**src/rtl/lat_ctrl_seq.sv**
```systemverilog
// lat_ctrl_seq: drives a bank of set/clear level-sensitive latches from a
// valid/ready request stream and checks the latch outputs after each operation.
//
// state | meaning
// ------+-----------------------------------------------------------
// INIT  | post-reset clear of the bank, lat_clr high for PULSE_CYC
// IDLE  | req_ready high, latch controls low, lat_d parked
// SETUP | new write data on lat_d, enable still low (setup phase)
// OPEN  | lat_en high, latches transparent
// HOLD  | lat_en low, lat_d held for HOLD_CYC cycles (hold phase)
// PULSE | lat_pre or lat_clr held high for PULSE_CYC cycles
// CHECK | done pulse, readback result reported on err
module lat_ctrl_seq #(
  parameter int W         = 4,
  parameter int PULSE_CYC = 2,
  parameter int HOLD_CYC  = 1
) (
  input  logic         clk,
  input  logic         rst_n,
  input  logic         req_valid,
  output logic         req_ready,
  input  logic [1:0]   req_op,
  input  logic [W-1:0] req_data,
  output logic [W-1:0] lat_d,
  output logic         lat_en,
  output logic         lat_pre,
  output logic         lat_clr,
  input  logic [W-1:0] lat_q,
  output logic         done,
  output logic         err,
  output logic [7:0]   err_cnt
);

  localparam logic [2:0] S_INIT  = 3'd0;
  localparam logic [2:0] S_IDLE  = 3'd1;
  localparam logic [2:0] S_SETUP = 3'd2;
  localparam logic [2:0] S_OPEN  = 3'd3;
  localparam logic [2:0] S_HOLD  = 3'd4;
  localparam logic [2:0] S_PULSE = 3'd5;
  localparam logic [2:0] S_CHECK = 3'd6;

  localparam logic [1:0] OP_WRITE = 2'b00;
  localparam logic [1:0] OP_SET   = 2'b01;
  localparam logic [1:0] OP_CLEAR = 2'b10;

  localparam int CMAX = (PULSE_CYC > HOLD_CYC) ? PULSE_CYC : HOLD_CYC;
  localparam int CW   = (CMAX < 2) ? 1 : $clog2(CMAX);
  localparam logic [CW-1:0] PULSE_LAST = CW'(PULSE_CYC - 1);
  localparam logic [CW-1:0] HOLD_LAST  = CW'(HOLD_CYC - 1);

  logic [2:0]    state_q, state_d;
  logic [CW-1:0] cnt_q, cnt_d;
  logic          ready_q, ready_d;
  logic [W-1:0]  lat_d_q, lat_d_d;
  logic          en_q, en_d;
  logic          pre_q, pre_d;
  logic          clr_q, clr_d;
  logic          done_q, done_d;
  logic          err_q, err_d;
  logic [7:0]    err_cnt_q, err_cnt_d;

  // Next-state and next-output decode; every output is registered so the
  // latch controls can never glitch.
  always_comb begin
    state_d   = state_q;
    cnt_d     = cnt_q;
    ready_d   = ready_q;
    lat_d_d   = lat_d_q;
    en_d      = en_q;
    pre_d     = pre_q;
    clr_d     = clr_q;
    done_d    = 1'b0;
    err_d     = 1'b0;
    err_cnt_d = err_cnt_q;
    case (state_q)
      S_INIT: begin
        if (cnt_q == PULSE_LAST) begin
          state_d = S_CHECK;
          cnt_d   = '0;
          clr_d   = 1'b0;
          done_d  = 1'b1;
          err_d   = (lat_q != '0);
        end else begin
          cnt_d = cnt_q + CW'(1);
        end
      end
      S_IDLE: begin
        if (req_valid && ready_q) begin
          ready_d = 1'b0;
          cnt_d   = '0;
          case (req_op)
            OP_WRITE: begin
              lat_d_d = req_data;
              state_d = S_SETUP;
            end
            OP_SET: begin
              pre_d   = 1'b1;
              state_d = S_PULSE;
            end
            OP_CLEAR: begin
              clr_d   = 1'b1;
              state_d = S_PULSE;
            end
            default: begin
              done_d  = 1'b1;
              state_d = S_CHECK;
            end
          endcase
        end
      end
      S_SETUP: begin
        en_d    = 1'b1;
        state_d = S_OPEN;
      end
      S_OPEN: begin
        en_d    = 1'b0;
        cnt_d   = '0;
        state_d = S_HOLD;
      end
      S_HOLD: begin
        if (cnt_q == HOLD_LAST) begin
          state_d = S_CHECK;
          done_d  = 1'b1;
          err_d   = (lat_q != lat_d_q);
        end else begin
          cnt_d = cnt_q + CW'(1);
        end
      end
      S_PULSE: begin
        if (cnt_q == PULSE_LAST) begin
          state_d = S_CHECK;
          pre_d   = 1'b0;
          clr_d   = 1'b0;
          done_d  = 1'b1;
          // the active pulse tells us which value the bank should now hold
          err_d   = pre_q ? (lat_q != '1) : (lat_q != '0);
        end else begin
          cnt_d = cnt_q + CW'(1);
        end
      end
      S_CHECK: begin
        ready_d = 1'b1;
        state_d = S_IDLE;
      end
      default: begin
        en_d    = 1'b0;
        pre_d   = 1'b0;
        clr_d   = 1'b0;
        ready_d = 1'b1;
        state_d = S_IDLE;
      end
    endcase
    if (err_d && (err_cnt_q != 8'hFF)) err_cnt_d = err_cnt_q + 8'd1;
  end

  // State and output registers; reset parks the bank in clear.
  always_ff @(posedge clk or negedge rst_n) begin
    if (!rst_n) begin
      state_q   <= S_INIT;
      cnt_q     <= '0;
      ready_q   <= 1'b0;
      lat_d_q   <= '0;
      en_q      <= 1'b0;
      pre_q     <= 1'b0;
      clr_q     <= 1'b1;
      done_q    <= 1'b0;
      err_q     <= 1'b0;
      err_cnt_q <= 8'd0;
    end else begin
      state_q   <= state_d;
      cnt_q     <= cnt_d;
      ready_q   <= ready_d;
      lat_d_q   <= lat_d_d;
      en_q      <= en_d;
      pre_q     <= pre_d;
      clr_q     <= clr_d;
      done_q    <= done_d;
      err_q     <= err_d;
      err_cnt_q <= err_cnt_d;
    end
  end

  assign req_ready = ready_q;
  assign lat_d     = lat_d_q;
  assign lat_en    = en_q;
  assign lat_pre   = pre_q;
  assign lat_clr   = clr_q;
  assign done      = done_q;
  assign err       = err_q;
  assign err_cnt   = err_cnt_q;

endmodule

```
**config.mk**
```make
export PLATFORM = sky130hd
export DESIGN_NAME = lat_ctrl_seq
export DESIGN_NICKNAME = d
export VERILOG_FILES = /design/src/rtl/lat_ctrl_seq.sv
export SDC_FILE = /design/constraint.sdc
export NUM_CORES = 1
export LEC_CHECK = 0
export CORE_MARGIN = 2
export CORE_UTILIZATION = 50
export CTS_BUF_LIST = sky130_fd_sc_hd__clkbuf_2 sky130_fd_sc_hd__clkbuf_4 sky130_fd_sc_hd__clkbuf_8
export DETAILED_ROUTE_END_ITERATION = 10
export GPL_TIMING_DRIVEN = 0
export PLACE_DENSITY = 0.84
export SLEW_MARGIN = 20
export SYNTH_ARGS = -nofsm -noshare
export SYNTH_HDL_FRONTEND = slang
export SYNTH_SLANG_ARGS = --single-unit
```
**constraint.sdc**
```tcl
create_clock -name clk -period 4.74 [get_ports clk]
set_clock_uncertainty 0.2 [all_clocks]
set_input_delay 0.948 -clock clk [delete_from_list [all_inputs] [get_ports clk]]
set_output_delay 0.948 -clock clk [all_outputs]
set_load 0.02 [all_outputs]
```
==> impl_metrics.toml <==
[sta]
finalWorstSetupSlack_ps = 2010
worst_pin_slew_ps = 968
drv_slew = 0
final-hold-violation-count = 0
fmax_mhz = 366
slew_headroom = 0.353
fin_crit_ps = 2730
rsz0062_at_grt = "false"
fin_crit_sh = 0.576
setup-tns-final_ps = 0
setup_viol = 0

[route]
ant_nets = 0
drt-initial-drc-count = 23
wl_per_cell_um = 14.8
vias = 1071
first_pass_iters = 4
vias_per_cell = 5.76
wl_mm = 2.76
drc = 0

[cts]
cts_resized = 0
cts_inserted_buffers = 3
clk_pin_slew_worst_paths_ps = 110
cts_tree = "done"
h-tree-depth = 1
holdBufCountCts = 0
postCtsSetupRepairBufs = 0
cts-root-buf = "clkbuf_4"
cts.path.max_buffers = 2
clock_latency_ps = 320
cts.sinks = 22

[place]
place_congestion = 0.900
portBuffers = 30
dp_worst_setup_slack_ps = 1640
dp_hpwl_mm = 2.06
placed_area_um2 = 1560
dp_cells = 182

[global_routing]
grt_antenna_before_repair = 0
grt_pass1_wl_mm = 4.58
gr-total-overflow = 0
grt_pass1_vias = 1022
grt_use_met1 = 0.273
groute.layer.met3.usage = 0.0367
grt_use_met2 = 0.397
grt_max_degree = 23
grt_use_total = 0.229
top_usage_layer = "met2"

[synth]
syn_nets = 142
ys.flop_type = "dfrtp_1"
yosysTopAreaCellShare = 0.429
synth_xor_area_frac = 0.0716
syn_area_um2 = 1220
avgSynthCellArea_um2 = 9.87
synthSimpleGateAreaFrac = 0.210
yosysTopAreaCell = "dfrtp_1"
synth_warnings = 0
yosys.area_share.adder = 0.0511
synth_cells = 124
muxShareOfSynthArea = 0.0634
synth-seq-cells = 22
synth_compound_area_frac = 0.127
ys_async_sr_fraction = 1.00
synth_top_family_by_area = "simple AND/OR/NAND/NOR gates"
synth_area_leaders = "dfrtp_1, ha_1, xnor2_1, mux2_2, nand2_1"
yosysUniqueCellTypes = 36
yosysSeqAreaShare = 0.451
synth_edf_count = 0

[floorplan]
rows = 17
fp.dieW_um = 53.5
coreArea_um2 = 2250
start_util = 0.543
num_io_pins = 31
die_height_um = 53.5
die_area_um2 = 2860

[layout]
layout.nets = 177
fin_util = 0.715
drive_above_1_share = 0.0823
layout_commonest_cell = "clkdlybuf4s50_1"
largest_reg_flops = 8
n_antenna_cell = 0
layout_common_cells = "clkdlybuf4s50_1, dfrtp_1, nand2_1"
syn_to_final_growth_pct = 31.7
instances_no_fill = 186
final_cell_area_um2 = 1610

[worst_hold_path]
hp-class = "reg -> reg"

[job]
drv_cap = 0

[power]
power_density_nw_per_um2 = 648
p_leak_nw = 0.696
max-vdd-ir-drop_mv = 0.422

[setup_path]
critical_path_required_ps = 4750
cp_cell_sequence = "clkdlybuf4s50_1, or4_1, mux2i_1, o22ai_2, nand4_1, mux2_1"
slowest_delay_ps = 520
crit_buf_inv = 1
r2r_slack_ps = 2580
crit_type = "in -> reg"
startpoint_type = "input pin"
cp_slowest_cell = "or4_1"
arrival_ps = 2740
worstSetupEndpointType = "flop"
critical_path_peak_fanout = 8
crit_family = "simple AND/OR/NAND/NOR gates"

[run_status]
status = "completed"
==> Yosys cell counts, types with 3 or more instances <==
master	n
inv_1	3
xnor2_1	6
a21o_1	3
ha_1	5
o21ai_0	7
and3_1	3
nand2_1	11
nand3_1	5
dfrtp_1	21
nand2b_1	5
a21oi_1	6
xor2_1	4
nor2_1	7
nand4_1	4
mux2_2	4
nor3_1	4
==> report_power, final <==
group          switching (W)  internal (W)  leakage (nW)
Combinational       0.000304      0.000252         0.391
Clock              0.0000583     0.0000856        0.0279
Sequential         0.0000768      0.000269         0.278
Total               0.000439      0.000606         0.696
==> per-layer routing <==
metal	vias to the layer above	part of all wire
met1	517	0.43
met2	36	0.51
li1	512	-
met3	6	0.050
met4	0	0.017
met5	-	0
==> worst paths after layout <==
| kind | end | startpoint | cells past startpoint |
|---|---|---|---|
| min | lat_clr$_DFFE_PN1P_ | lat_clr$_DFFE_PN1P_ | 2 |
| min in group asynchronous | state_q[2]$_DFFE_PN0P_ | rst_n | 1 |
| min reg2reg | lat_clr$_DFFE_PN1P_ | lat_clr$_DFFE_PN1P_ | 2 |
| max in group asynchronous | done$_DFF_PN0_ | rst_n | 1 |
| max | err_cnt[6]$_DFFE_PN0P_ | lat_q[1] | 6 |
| max reg2reg | lat_d[3]$_DFFE_PN0P_ | state_q[0]$_DFFE_PN0P_ | 5 |
==> stage by stage <==
| step | hold slack, ps | power, W |
|---|---|---|
| 2_1_floorplan | 314 | 0.000687 |
| 3_3_place_gp | 286 | 0.000879 |
| 3_5_place_dp | 296 | 0.000901 |
| 4_1_cts | 312 | 0.00105 |
| 5_1_grt | 366 | 0.00112 |
| 6_report | 309 | 0.00104 |
==> cell type report <==
type / instances / area (um^2)
Timing Repair Buffer: 30 / 300
Inverter: 3 / 11.3
Clock buffer: 3 / 22.5
Clock inverter: 1 / 30.0
Tap cell: 28 / 35.0
Buffer: 5 / 21.3
Fill cell: 194 / 643
Sequential cell: 22 / 552
Multi-Input combinational cell: 94 / 639
==> worst min-delay path: cells and delay by family (launching register included) <==
family          cells  cell delay (ps)
compound gates      1               80
flops               1              390
simple gates        1               40
==> cell families (layout without fill, tap and decap cells) <==
logic type	after synthesis	in the layout
adders and majority gates	5	5
buffers and inverters	8	42
muxes	7	7
and+or+nand+nor	48	48
AOI/OAI and AO/OA	24	24
DFF	22	22
xor gates and xnor gates	10	10
Power figures use the tool's default switching activity.
